==> src/rtl/uart_rx_frame.sv <==
// UART 8N1 receiver with mid-bit sampling and a receive buffer.
// Define UART_RX_FIFO_EN for a FIFO_DEPTH-entry FIFO; default build uses a single holding register.
module uart_rx_frame #(
  parameter int CLK_HZ     = 100_000_000,
  parameter int BAUD_RATE  = 115200,
  parameter int FIFO_DEPTH = 8
) (
  input  logic                          clk_i,
  input  logic                          rst_i,
  input  logic                          rx_en_i,
  input  logic                          uart_rx_i,
  output logic [7:0]                    data_o,
  output logic                          valid_o,
  input  logic                          ready_i,
  output logic                          frame_err_o,
  output logic                          overflow_o,
  output logic [$clog2(FIFO_DEPTH):0]   count_o
);
  localparam int BAUD_DIV = CLK_HZ / BAUD_RATE;
  localparam int HALF_DIV = BAUD_DIV / 2;
  localparam int CNT_W    = $clog2(BAUD_DIV);
  localparam int CW       = $clog2(FIFO_DEPTH) + 1;
  localparam logic [CNT_W-1:0] FULL_END = CNT_W'(BAUD_DIV - 1);
  localparam logic [CNT_W-1:0] HALF_END = CNT_W'(HALF_DIV - 1);

  typedef enum logic [1:0] {IDLE, START, DATA, STOP} state_t;

  state_t           state_q;
  logic [CNT_W-1:0] cnt_q;
  logic [2:0]       bit_q;
  logic [7:0]       shift_q;
  logic             rx_meta, rx_sync, rx_prev;
  logic             push, pop, full;

  always_ff @(posedge clk_i) begin
    if (rst_i) begin
      rx_meta <= 1'b1;
      rx_sync <= 1'b1;
      rx_prev <= 1'b1;
    end else begin
      rx_meta <= uart_rx_i;
      rx_sync <= rx_meta;
      rx_prev <= rx_sync;
    end
  end

  // The stop sample and the buffer write happen on the same edge.
  assign push = rx_en_i && (state_q == STOP) && (cnt_q == FULL_END) && rx_sync;
  assign pop  = valid_o && ready_i;

  always_ff @(posedge clk_i) begin
    if (rst_i) begin
      state_q     <= IDLE;
      cnt_q       <= '0;
      bit_q       <= '0;
      shift_q     <= '0;
      frame_err_o <= 1'b0;
    end else begin
      frame_err_o <= 1'b0;
      if (!rx_en_i) begin
        state_q <= IDLE;
        cnt_q   <= '0;
      end else begin
        case (state_q)
          IDLE: if (rx_prev && !rx_sync) begin
            state_q <= START;
            cnt_q   <= '0;
          end
          START: if (cnt_q == HALF_END) begin
            cnt_q   <= '0;
            bit_q   <= '0;
            state_q <= rx_sync ? IDLE : DATA;
          end else cnt_q <= cnt_q + CNT_W'(1);
          DATA: if (cnt_q == FULL_END) begin
            cnt_q   <= '0;
            shift_q <= {rx_sync, shift_q[7:1]};
            bit_q   <= bit_q + 3'd1;
            if (bit_q == 3'd7) state_q <= STOP;
          end else cnt_q <= cnt_q + CNT_W'(1);
          STOP: if (cnt_q == FULL_END) begin
            cnt_q       <= '0;
            state_q     <= IDLE;
            frame_err_o <= !rx_sync;
          end else cnt_q <= cnt_q + CNT_W'(1);
          default: state_q <= IDLE;
        endcase
      end
    end
  end

  always_ff @(posedge clk_i) begin
    if (rst_i) overflow_o <= 1'b0;
    else       overflow_o <= push && full && !pop;
  end

`ifdef UART_RX_FIFO_EN
  localparam int PW = (FIFO_DEPTH > 1) ? $clog2(FIFO_DEPTH) : 1;
  logic [7:0]    mem_q [FIFO_DEPTH];
  logic [PW-1:0] wptr_q, rptr_q;
  logic [CW-1:0] count_q;
  logic          wr;

  assign full    = (count_q == CW'(FIFO_DEPTH));
  assign wr      = push && (!full || pop);
  assign valid_o = (count_q != '0);
  assign data_o  = valid_o ? mem_q[rptr_q] : 8'h00;
  assign count_o = count_q;

  always_ff @(posedge clk_i) begin
    if (wr) mem_q[wptr_q] <= shift_q;
  end

  always_ff @(posedge clk_i) begin
    if (rst_i) begin
      wptr_q  <= '0;
      rptr_q  <= '0;
      count_q <= '0;
    end else begin
      if (wr)  wptr_q <= wptr_q + PW'(1);
      if (pop) rptr_q <= rptr_q + PW'(1);
      case ({wr, pop})
        2'b10:   count_q <= count_q + CW'(1);
        2'b01:   count_q <= count_q - CW'(1);
        default: count_q <= count_q;
      endcase
    end
  end
`else
  logic [7:0] hold_q;
  logic       full_q;

  assign full    = full_q;
  assign valid_o = full_q;
  assign data_o  = hold_q;
  assign count_o = CW'(full_q);

  // A push into a full register is taken only when the current byte leaves the same cycle.
  always_ff @(posedge clk_i) begin
    if (rst_i) begin
      hold_q <= 8'h00;
      full_q <= 1'b0;
    end else if (push && (!full_q || pop)) begin
      hold_q <= shift_q;
      full_q <= 1'b1;
    end else if (pop) begin
      full_q <= 1'b0;
    end
  end
`endif
endmodule

==> config.mk <==
export PLATFORM = sky130hd
export DESIGN_NAME = uart_rx_frame
export DESIGN_NICKNAME = d
export VERILOG_FILES = /design/src/rtl/uart_rx_frame.sv
export SDC_FILE = /design/constraint.sdc
export NUM_CORES = 1
export LEC_CHECK = 0
export ABC_AREA = 1
export BUFFER_PORTS_ARGS = -buffer_cell sky130_fd_sc_hd__buf_2
export CAP_MARGIN = 20
export CORE_ASPECT_RATIO = 1.25
export CORE_UTILIZATION = 61
export DETAILED_ROUTE_END_ITERATION = 16
export HOLD_SLACK_MARGIN = 0.02
export PLACE_DENSITY_LB_ADDON = 0.15
export SYNTH_ARGS = -nofsm -noshare
export SYNTH_HDL_FRONTEND = slang
export SYNTH_SLANG_ARGS = --single-unit
export TNS_END_PERCENT = 20
==> constraint.sdc <==
create_clock -name clk_i -period 4.14 [get_ports clk_i]
set_input_delay 0.207 -clock clk_i [delete_from_list [all_inputs] [get_ports clk_i]]
set_output_delay 0.207 -clock clk_i [all_outputs]
set_load 0.05 [all_outputs]
* Yosys cells after proc, flatten, opt, wreduce, memory -nomap -nowiden
Index checks and enable logic that the tools add are counted.
** Word-level totals
- Bits in registers :: 37
- Bits in latches :: 0
- Memory bits (writable) :: 0
- ROM bits :: 0
- Input bits :: 5
- Output and inout port bits :: 15
- Memories :: 0
** Cells by class
- Add/sub/neg operators :: 2
- $mul :: 0
- Divide/modulo/power cells :: 0
- Order comparisons :: 0
- Eq/ne operators :: 11
- Shift-type cells :: 0
- Muxes and demuxes :: 16
- Bitwise operators :: 3
- Reductions and logical operators :: 21
** Operators with widths (number)
- 10-bit 2-to-1 mux :: 3
- 10-bit case mux with 3 select lines :: 1
- 2-bit 2-to-1 mux :: 6
- 10-bit by 1-bit adder with 10-bit output, second input constant :: 1
- 10-bit equality test, second input constant :: 1
- 10-bit by 9-bit equality test with 1-bit output, second input constant :: 1
- 1-bit logical AND :: 8
- 2-bit != test, second input constant :: 4
- 2-bit case mux with 4 select lines :: 1
- 3-bit 2-to-1 mux :: 2
- 3-bit case mux with 2 select lines :: 1
- 5-bit AND reduction :: 1
- 2-bit equality test, second input constant :: 2
- 4-bit AND reduction :: 1
- 2-bit nonzero test :: 2
- 2-bit OR reduction :: 2
- 4-bit OR reduction :: 1
- 3-bit by 1-bit adder with 3-bit output, second input constant :: 1
- 3-bit equality test, second input constant :: 1
- 1-bit logical NOT :: 3
- 1-bit inverter :: 3
- 3-bit AND reduction :: 1
- 2-bit by 1-bit equality test with 1-bit output, second input constant :: 1
- 2-bit logical NOT :: 1
- other kinds (3) :: 4

* Logic depth before layout (Yosys ltp)
Gate-level depths: netlist of run 1.
- Depth after elaboration :: 6
- Mapped depth :: 11

* Worst setup path before layout of run 1
OpenSTA, ideal clock, no wires.
- Path type :: register -> register
- Start :: reg cnt_q[0]
- End :: reg bit_q[0]
- Setup time :: 116 ps
- Arrival time :: 1396 ps
- Required time :: 4024 ps
- Setup slack :: 2628 ps
- Cell stages (with the launch flop) :: 11
- Period minus slack after synthesis :: 1512 ps
- Cells stage by stage :: dfxtp_1 -> ha_1 -> nand2_1 -> nor2_1 -> nand3_2 -> inv_4 -> nand3_2 -> buf_6 -> nand2_4 -> o21a_1 -> nor2_1
** Between the ends
- Longest elaborated chain between the ends :: 3
** RTL lines
- start, declared :: line 29 : logic [CNT_W-1:0] cnt_q;
- start signal, assigned :: line 73 : end else cnt_q <= cnt_q + CNT_W'(1);
- start signal, assigned :: line 79 : end else cnt_q <= cnt_q + CNT_W'(1);
- start signal, assigned :: line 84 : end else cnt_q <= cnt_q + CNT_W'(1);
- 10-bit equality test / 10-bit by 9-bit equality test with 1-bit output (equally long branches) :: line 74, 69
- 2-bit != test (no source line)
- 4-bit AND reduction (no source line) *
- end signal, assigned :: line 77 : bit_q <= bit_q + 3'd1;
- end, declared :: line 30 : logic [2:0] bit_q;
Every way passes the cells marked *; elsewhere a longest branch is shown, timed or not.
A chain may end at the register's enable or synchronous reset.

* Worst setup path after layout of run 1
- Start :: reg cnt_q[0]
- End :: reg shift_q[7]
** Between the ends
- Longest elaborated chain between the ends :: 2
** RTL lines
- 10-bit equality test :: line 74 : DATA: if (cnt_q == FULL_END) begin
- 3-bit AND reduction (no source line)
- end signal, assigned :: line 76 : shift_q <= {rx_sync, shift_q[7:1]};
- end, declared :: line 31 : logic [7:0] shift_q;
No other way between the ends.

==> summary.md, run 1 <==
| Metric | Value |
|---|---|
| Outcome | complete, no violations |
| TritonRoute pass-1 iters | 4 |
| ANT cells | 0 |
| Syn. warnings | 0 |
| Mapped Cells | 235 |
| Post-Place Setup Slack | 2.30 ns |
| H-tree depth | 2 |
| Sum Neg Setup Slack | 0 ns |
| Total gr overflow | 0 |
| VDD IR max | 0.000357 V |
| Synth area leaders | dfxtp_1 43%, nand2_1 10%, a21oi_1 6.6%, nor2_1 6.3%, inv_1 5.8% |
| Critical Path AT | 2.17 ns |
| # fillers | 222 |
| Die height | 61.6 um |
| Crit-path slowest cell | dfxtp_1 |
| Hold-fix buffer count after cts | 0 |
| Core Rows | 21 |
| Cell taking the most area after synthesis | dfxtp_1 |
| DRT iter0 DRCs | 29 |
| Final period util | 0.458 |
| # Post-CTS Setup Buffers | 0 |
| Seq/Total Area, Yosys | 0.427 |
| Placement Cell Area | 0.00181 mm^2 |
| Layout area overhead | 9.31% |
| Via count | 1474 |
| Clk_skew | 0.0162 ns |
| Nets | 261 |
| Pin count of the biggest net entering global routing | 15 |
| Fin. max-slew vios | 0 |
| Synthesis-stage register bit count | 37 |
| First-pass GRT wire length | 5650 um |
| Top_reg_cell synth | dfxtp_1 |
| Io pins | 20 |
| Share of cells above drive strength 1 | 0.142 |
| Final WL | 3380 um |
| Cell Area, Synth | 0.00173 mm^2 |
| Final setup vio count | 0 |
| Number of buffers created by CTS | 5 |
| Mean post-synth cell area | 7.38 um^2 |
| Period minus WS final | 1.90 ns |
| Vias per inst | 5.14 |
| Power Total | 643 uW |
| Clock sink count | 37 |
| Initial Util | 0.647 |
| CP Launch Type | flip-flop |
| WP data required | 4.41 ns |
| Hold Path Class | in2reg |
| Final HPWL DP | 2440 um |
| Bufs on Longest Clock Path | 2 |
| Post-synth EDFFs | 0 |
| IO buf count | 16 |
| Global routing usage on met3 | 0.0642 |
| Antenna violations before repair | 0 |
| Post-synth cell types | 34 |
| Vias in the first global route | 1355 |
| Die area | 0.00306 mm^2 |
| Leak | 0.000843 uW |
| Clk_lat worst skew | 0.34 ns |
| Crit Path Max Fanout | 11 |
| Met2 Use GR | 0.477 |
| # resized after CTS | 0 |
| Critical setup path kind | reg2reg |
| Clk root buf | clkbuf_4 |
| Hold Vio Cnt, Final | 0 |
| Worst-path clk slew | 0.11 ns |
| Asr flop ratio synth | 0 |
| CP Capture Type | flip-flop |
| Final instance area | 0.00190 mm^2 |
| DRC viols | 0 |
| Core area | 0.00268 mm^2 |
| RSZ-0062 raised after global routing | no |
| Most common cell after layout, fill and taps aside | nand2_1 |
| Grt met1 use | 0.254 |
| TritonCTS clock tree | done |
| All-Layer GR Usage | 0.248 |
| Commonest non-fill, non-tap cells in the layout | 46 x nand2_1, 37 x dfxtp_1, 29 x nor2_1 |
| Drt wl/cell | 11.8 um |
| Top-area cell type share of the netlist area | 0.427 |
| Final hold slack | 0.0462 ns |
| Busiest grt layer | met2 |
| Fmax | 527 MHz |
| Crit-path max cell delay | 0.46 ns |
| Most used cell, CP | nand3_2 |
| Setup WS post-layout | 2.24 ns |
| Routed Antenna Nets | 0 |
| Cells along the critical path | ha_1, nand2_1, nor2_1, nand3_2, inv_4, nand3_2, inv_1, o21ai_0, a21oi_1 |
| GPL Wtd Cong | 0.830 |
| Max-cap violations | 0 |
| Die width | 49.7 um |
| Power per cell area | 339 mW/mm^2 |
-- worst max-delay path: cells and delay by family (launching register included) --
family	cells	cell delay (ns)
buffers and inverters	2	0.37
DFF	1	0.46
adders and majority gates	1	0.24
and+or+nand+nor	4	0.54
AOI/OAI and AO/OA	2	0.22
-- kinds of logic (layout without fill, tap and decap cells) --
kind of cell / count (synthesis) / count (layout) / share of synthesized area
DFF: 37 / 37 / 0.427
AOI/OAI and AO/OA: 47 / 47 / 0.146
adders and majority gates: 4 / 4 / 0.0289
buffers and inverters: 36 / 52 / 0.0931
other: 1 / 3 / 0.00216
xor gates and xnor gates: 1 / 1 / 0.00505
and+or+nand+nor: 109 / 109 / 0.298
-- Yosys cell counts, types with 2 or more instances --
cell type  count
nand3_1       10
nand2_1       46
nand3_2        3
a21oi_1       23
nor3_1         2
nor2_1        29
o21ai_0       17
or2_2          2
clkbuf_1       2
dfxtp_1       37
inv_1         27
ha_1           4
nand3b_1       8
nand4_1        2
buf_4          4
-- sequential cells by signal, summed over array words and instances, names as in the netlist, named ones only --
signal,flops
frame_err_o,1
data_o,8
bit_q,3
rx_prev,1
state_q,1
rx_sync,1
cnt_q,10
overflow_o,1
shift_q,8
valid_o,1
rx_meta,1
-- through the flow --
stage / cells / utilization
3_3_place_gp: 279 / 0.676
3_5_place_dp: 279 / 0.676
5_1_grt: 287 / 0.707
6_report: 287 / 0.707
4_1_cts: 287 / 0.707
2_1_floorplan: 237 / -
-- final cells by class --
class	instances	area, um^2	area share
multi-input combinational	164	840	0.443
sequential	37	741	0.391
inverter	28	108	0.0568
timing repair buffer	16	80.1	0.0422
clock buffer	7	55.1	0.0290
tap	34	42.5	0.0224
clock inverter	1	30.0	0.0158
-- where the power goes --
| part | internal (uW) | leakage (uW) | switching, uW | total [uW] |
|---|---|---|---|---|
| registers | 357 | 0.000299 | 1.28 | 359 |
| clock network | 144 | 0.0000455 | 114 | 258 |
| logic | 5.62 | 0.000499 | 20.4 | 26.0 |
-- layer usage --
layer | vias to the layer above | wire length [um]
li1 | 788 | -
met4 | 0 | 33
met1 | 667 | 1450
met2 | 15 | 1810
met5 | - | 0
met3 | 4 | 89
-- path summary, 6_finish.rpt --
check            start  depth (start not counted)          to  slack, ns
max           cnt_q[0]                          9  shift_q[7]       2.24
min          uart_rx_i                          2     rx_meta       0.05
max reg2reg   cnt_q[0]                          9  shift_q[7]       2.24
min reg2reg    rx_meta                          1     rx_sync       0.42
Power figures use the tool's default switching activity.
==> run 2: changes to the inputs <==
--- a/config.mk
+++ b/config.mk
@@ -9,7 +9,7 @@
 export BUFFER_PORTS_ARGS = -buffer_cell sky130_fd_sc_hd__buf_2
 export CAP_MARGIN = 20
 export CORE_ASPECT_RATIO = 1.25
-export CORE_UTILIZATION = 61
+export CORE_UTILIZATION = 57
 export DETAILED_ROUTE_END_ITERATION = 16
 export HOLD_SLACK_MARGIN = 0.02
 export PLACE_DENSITY_LB_ADDON = 0.15
==> constraint.sdc (replaced) <==
create_clock -name clk_i -period 1.9 [get_ports clk_i]
set_input_delay 0.095 -clock clk_i [delete_from_list [all_inputs] [get_ports clk_i]]
set_output_delay 0.095 -clock clk_i [all_outputs]
set_load 0.05 [all_outputs]
==> run 2 against run 1 <==
Sequential share of layout area is 0.98 points lower. Worst hold slack better by 0.037 ns. Sequential power is 120% higher. Setup slack worse by 2.1 ns. Final cell count is 2.4% higher. Clock skew is 0.0016 ns lower. Cell area is 2.6% higher. Critical path type unchanged. Register-to-register slack worse by 2.1 ns. Core utilization is 4.1 points lower.
==> summary.md, run 2 (synthesis results as in run 1) <==
| Metric | Value |
|---|---|
| Power Total | 1430 uW (+120%) |
| Number of buffers created by CTS | 5 (unchanged) |
| Worst-path clk slew | 0.12 ns (about the same) |
| Final period util | 0.902 (+0.444) |
| Critical Path AT | 1.96 ns (-0.21 ns) |
| Clock sink count | 37 (unchanged) |
| Core Rows | 22 (+4.8%) |
| Antenna violations before repair | 0 (unchanged) |
| Hold-fix buffer count after cts | 2 (+2) |
| VDD IR max | 0.000785 V (+120%) |
| Via count | 1512 (+2.6%) |
| Final setup vio count | 0 (unchanged) |
| Share of cells above drive strength 1 | 0.155 (+0.0127) |
| Crit Path Max Fanout | 7 (-4) |
| Total gr overflow | 0 (unchanged) |
| Power per cell area | 736 mW/mm^2 (+120%) |
| FF-to-FF Start | cnt_q[1] |
| GPL Wtd Cong | 0.829 (about the same) |
| ANT cells | 0 (unchanged) |
| Fin. max-slew vios | 0 (unchanged) |
| R2R Path End | bit_q[0] |
| Period minus WS final | 1.71 ns (-0.182 ns) |
| Worst Setup EP | bit_q[0] |
| # resized after CTS | 0 (unchanged) |
| Top reg by flops | cnt_q |
| Bufs on Longest Clock Path | 2 (unchanged) |
| TritonCTS clock tree | done |
| CP Launch Type | flip-flop |
| First-pass GRT wire length | 5960 um (+5.5%) |
| Drt wl/cell | 11.9 um (+0.62%) |
| Hold Vio Cnt, Final | 0 (unchanged) |
| Initial Util | 0.594 (-0.0527) |
| CP Launch Point | cnt_q[1] |
| # fillers | 277 (+25%) |
| Clk root buf | clkbuf_4 |
| Sum Neg Setup Slack | 0 ns (unchanged) |
| DRC viols | 0 (unchanged) |
| Layout area overhead | 12.1% |
| Leak | 0.000865 uW (+2.6%) |
| TritonRoute pass-1 iters | 4 (unchanged) |
| Max FFs per register | 10 (unchanged) |
| R2R setup slack | 0.19 ns (-2.06 ns) |
| Final HPWL DP | 2490 um (+2.0%) |
| Hold Path Class | in2reg |
| Die area | 0.00327 mm^2 (+6.8%) |
| Reg2Reg Depth | 10 (+1) |
| Commonest non-fill, non-tap cells in the layout | 46 x nand2_1, 37 x dfxtp_1, 29 x nor2_1 |
| # Post-CTS Setup Buffers | 0 (unchanged) |
| Clk_lat worst skew | 0.35 ns (about the same) |
| Vias in the first global route | 1423 (+5.0%) |
| Routed Antenna Nets | 0 (unchanged) |
| Outcome | complete, no violations |
| Nets | 266 (+1.9%) |
| Area of the multi-input gates | 840 um^2 (unchanged) |
| Critical setup path kind | reg2reg |
| Pin count of the biggest net entering global routing | 15 (unchanged) |
| Fmax | 583 MHz (+11%) |
| Die height | 63.7 um (+3.3%) |
| RSZ-0062 raised after global routing | no |
| Register Area | 741 um^2 (unchanged) |
| Io pins | 20 (unchanged) |
| CP Capture Type | flip-flop |
| WP data required | 2.15 ns (-2.26 ns) |
| Core area | 0.00292 mm^2 (+8.9%) |
| Most common cell after layout, fill and taps aside | nand2_1 |
| Die width | 51.3 um (+3.3%) |
| Final WL | 3490 um (+3.1%) |
| Max-cap violations | 0 (unchanged) |
| IO buf count | 16 (unchanged) |
| Clk_skew | 0.0146 ns (-0.00161 ns) |
| DRT iter0 DRCs | 56 (+93%) |
| H-tree depth | 2 (unchanged) |
| Vias per inst | 5.14 (+0.14%) |
| All-Layer GR Usage | 0.246 (-0.00206) |
## run 2: cell type report
class | count | area share
sequential | 37 | 0.381
inverter | 28 | 0.0553
timing repair buffer | 21 | 0.0631
multi-input combinational | 164 | 0.432
clock inverter | 2 | 0.0193
clock buffer | 6 | 0.0264
tap | 36 | 0.0232
## run 2: power breakdown
group | switching, uW | internal, uW
combinational | 47.2 | 16.6
sequential | 2.45 | 779
clock | 272 | 313
total | 322 | 1110
## run 2: worst min path at each step
stage	slack, ns	start	end	cells after the start
floorplan	0.20	uart_rx_i	rx_meta	1
global placement	0.28	uart_rx_i	rx_meta	2
detailed placement	0.28	uart_rx_i	rx_meta	2
CTS	0.07	rst_i	data_o[1]	2
global route	0.08	rst_i	data_o[3]	2
finish	0.08	rst_i	data_o[1]	2
## run 2: critical path, cell delays in order (launching register included)
cell     delay [ns]
dfxtp_1        0.40
ha_1           0.22
nand2_1        0.07
nor2_1         0.12
nand3_2        0.14
inv_4          0.11
nand3_2        0.13
buf_4          0.19
nand2_4        0.07
o21a_1         0.12
nor2_1         0.04
## run 2: layer usage
| metal | vias to the layer above | GRT usage | part of all wire |
|---|---|---|---|
| li1 | 799 | - | - |
| met1 | 684 | 0.251 | 0.42 |
| met2 | 19 | 0.444 | 0.53 |
| met3 | 10 | 0.0652 | 0.027 |
| met4 | 0 | 0.125 | 0.024 |
| met5 | - | 0 | 0 |
## run 2: through the flow
stage | cell area (um^2) | setup WS [ns] | cells | hold slack, ns | util
after CTS | 1940 | 0.199 | 294 | 0.0704 | 0.666
final | 1940 | 0.186 | 294 | 0.0831 | 0.666
after detailed placement | 1840 | 0.233 | 284 | 0.283 | 0.629
after global placement | 1840 | 0.308 | 284 | 0.280 | 0.629
after floorplan | 1740 | 0.388 | 237 | 0.199 | -
after global routing | 1940 | 0.00371 | 294 | 0.0801 | 0.666
==> run 3: changes to the inputs <==
--- a/config.mk
+++ b/config.mk
@@ -5,11 +5,11 @@
 export SDC_FILE = /design/constraint.sdc
 export NUM_CORES = 1
 export LEC_CHECK = 0
-export ABC_AREA = 1
 export BUFFER_PORTS_ARGS = -buffer_cell sky130_fd_sc_hd__buf_2
 export CAP_MARGIN = 20
 export CORE_ASPECT_RATIO = 1.25
 export CORE_UTILIZATION = 57
+export CTS_BUF_LIST = sky130_fd_sc_hd__clkbuf_8 sky130_fd_sc_hd__clkbuf_16
 export DETAILED_ROUTE_END_ITERATION = 16
 export HOLD_SLACK_MARGIN = 0.02
 export PLACE_DENSITY_LB_ADDON = 0.15
==> run 3 against run 2 <==
Via count down 8.7%. Fmax down 5.9%. Final cell count down 17%. Sequential cell count unchanged. Worst hold slack better by 0.055 ns. Critical path depth down 4. Clock power up 23%. Critical endpoint is now cnt_q[5]. Largest cell class unchanged. Highest routed layer unchanged.
==> summary.md, run 3 <==
| Metric | Value |
|---|---|
| Outcome | complete, no violations |
| DRT iter0 DRCs | 26 (-54%) |
| Top reg by flops | cnt_q |
| Post-synth cell types | 46 (+35%) |
| Fmax | 549 MHz (-5.9%) |
| Fin. max-slew vios | 0 (unchanged) |
| Pin count of the biggest net entering global routing | 26 (+11) |
| Most common cell after layout, fill and taps aside | dfxtp_1 |
| Mapped Cells | 181 (-23%) |
| Hold Vio Cnt, Final | 0 (unchanged) |
| Die width | 51.0 um (-0.59%) |
| VDD IR max | 0.000598 V (-24%) |
| Hold Path Class | in2reg |
| CP Capture Type | flip-flop |
| Die height | 63.3 um (-0.60%) |
| Initial Util | 0.621 (+0.0265) |
| ANT cells | 0 (unchanged) |
| Period minus WS final | 1.82 ns (+0.107 ns) |
| IO buf count | 16 (unchanged) |
| R2R Path End | cnt_q[5] |
| Bufs on Longest Clock Path | 2 (unchanged) |
| Clk root buf | clkbuf_8 |
| Clk_lat worst skew | 0.29 ns (-0.06 ns) |
| FF-to-FF Start | cnt_q[2] |
| Crit Path Max Fanout | 8 (+1) |
| CP Launch Type | flip-flop |
| Power Total | 1560 uW (+8.8%) |
| Core area | 0.00276 mm^2 (-5.4%) |
| Routed Antenna Nets | 0 (unchanged) |
| Clock sink count | 37 (unchanged) |
| Final HPWL DP | 2550 um (+2.4%) |
| Most instantiated library cell after synthesis | dfxtp_1 |
| Max-cap violations | 0 (unchanged) |
| Critical setup path kind | reg2reg |
| Critical Path AT | 2.00 ns (+0.04 ns) |
| Leak | 0.000848 uW (-2.0%) |
| R2R setup slack | 0.08 ns (-0.11 ns) |
| Final setup vio count | 0 (unchanged) |
| DRC viols | 0 (unchanged) |
| Number of buffers created by CTS | 5 (unchanged) |
| Vias per inst | 5.66 (+10%) |
| Seq/Total Area, Yosys | 0.432 (+0.00530) |
| Power per cell area | 762 mW/mm^2 (+3.6%) |
| Io pins | 20 (unchanged) |
| Top-area cell type share of the netlist area | 0.432 (+0.00530) |
| Asr flop ratio synth | 0 (unchanged) |
| Vias in the first global route | 1327 (-6.7%) |
| Layout area overhead | 19.2% |
| Core Rows | 21 (-4.5%) |
| Mean post-synth cell area | 9.46 um^2 (+28%) |
| Total gr overflow | 0 (unchanged) |
| Syn. warnings | 0 (unchanged) |
| Drt wl/cell | 15.4 um (+30%) |
| Crit-path slowest cell | or3b_4 |
| Top_reg_cell synth | dfxtp_1 |
| First-pass GRT wire length | 6110 um (+2.4%) |
| Final WL | 3750 um (+7.5%) |
| Crit-path max cell delay | 0.44 ns (+0.04 ns) |
| CP Launch Point | cnt_q[2] |
| Worst-path clk slew | 0.08 ns (-0.04 ns) |
| WP data required | 2.08 ns (-0.07 ns) |
| Via count | 1381 (-8.7%) |
| Synth area leaders | dfxtp_1 43%, mux2i_1 11%, nor2_1 5.0%, nand2_1 3.3%, ha_1 2.9% |
| Final period util | 0.958 (+0.0561) |
| Sum Neg Setup Slack | 0 ns (unchanged) |
| Antenna violations before repair | 0 (unchanged) |
| Worst Setup EP | cnt_q[5] |
| Clk_skew | 0.00315 ns (-0.0114 ns) |
| Post-synth EDFFs | 0 (unchanged) |
| Commonest non-fill, non-tap cells in the layout | 35 x dfxtp_1, 23 x nor2_1, 18 x mux2i_1 |
| All-Layer GR Usage | 0.257 (+0.0112) |
| Reg2Reg Depth | 6 (-4) |
| GPL Wtd Cong | 0.924 (+11%) |
| TritonRoute pass-1 iters | 4 (unchanged) |
| Share of cells above drive strength 1 | 0.262 (+0.107) |
| Die area | 0.00323 mm^2 (-1.2%) |
| Cell taking the most area after synthesis | dfxtp_1 |
| Synthesis-stage register bit count | 37 (unchanged) |
| Max FFs per register | 10 (unchanged) |
| TritonCTS clock tree | done |
| Leading cell types by count after synthesis | 37 x dfxtp_1, 23 x nor2_1, 18 x mux2i_1 |
| RSZ-0062 raised after global routing | no |
| Cells along the critical path | or3b_4, nor4_4, a211oi_4, buf_4, a41oi_1, a31oi_1 |
| Nets | 218 (-18%) |
| # fillers | 208 (-25%) |
| Util after Layout | 0.740 (+0.0738) |
| Cell Area, Synth | 0.00171 mm^2 (-1.2%) |
| H-tree depth | 2 (unchanged) |
==> run 3: per-layer routing <==
layer,vias up,global-route usage,part of all wire
met5,-,0,0
met4,0,0.108,0.019
met3,10,0.0797,0.031
met2,24,0.449,0.54
met1,666,0.278,0.41
li1,681,-,-
==> run 3: stage by stage <==
step           cell area (um^2)  cells  setup slack (ns)  hold slack, ns
6_report                   2040    244            0.0795           0.138
5_1_grt                    2040    244           0.00317           0.133
4_1_cts                    2000    243            0.0341           0.131
3_5_place_dp               1870    234            0.0418           0.286
3_3_place_gp               1870    234             0.127           0.280
2_1_floorplan              1720    183            0.0774           0.199
==> run 3: how the worst min path moves through the flow <==
stage                         start          to  slack [ns]  depth (start not counted)
final                       ready_i  overflow_o        0.14                          3
after global routing        ready_i  overflow_o        0.13                          3
after CTS                   ready_i  overflow_o        0.13                          3
after detailed placement  uart_rx_i     rx_meta        0.29                          2
after global placement    uart_rx_i     rx_meta        0.28                          2
after floorplan           uart_rx_i     rx_meta        0.20                          1
==> run 3: power by group <==
part	switching, uW	leakage (uW)	total [uW]	internal [uW]
combinational	37.8	0.000491	53.7	15.9
sequential	3.78	0.000300	782	778
clock	294	0.0000574	721	427
total	336	0.000848	1560	1220
==> run 3: repair_timing <==
item	CTS	global route
endpoints found under the setup margin	0	23
hold buffers	1	0
setup buffers	0	1
gates resized for setup	0	8
endpoints found under the hold margin	1	0
==> run 3: critical path, delay by kind of cell (launching register included) <==
family	cells	cell delay [ns]
AO/OA/AOI/OAI	3	0.34
flip-flops	1	0.33
AND/OR/NAND/NOR	2	0.85
buffers and inverters	1	0.18
==> run 3: layout make-up <==
| class | count | area (um^2) | area share |
|---|---|---|---|
| Tap cell | 34 | 42.5 | 0.0208 |
| Multi-Input combinational cell | 131 | 928 | 0.455 |
| Clock inverter | 2 | 37.5 | 0.0184 |
| Clock buffer | 6 | 82.6 | 0.0404 |
| Timing Repair Buffer | 28 | 185 | 0.0907 |
| Sequential cell | 37 | 743 | 0.364 |
| Inverter | 6 | 22.5 | 0.0110 |
==> run 3: cell families (layout without fill, tap and decap cells) <==
logic type / after synthesis / in the layout / share of synthesized area
other cells: 1 / 3 / 0.00219
simple gates: 77 / 77 / 0.261
xor+xnor: 3 / 3 / 0.0153
buf+inv: 15 / 42 / 0.0497
compound gates: 26 / 26 / 0.105
fa+ha+maj: 4 / 4 / 0.0292
mux: 18 / 18 / 0.105
flops: 37 / 37 / 0.432
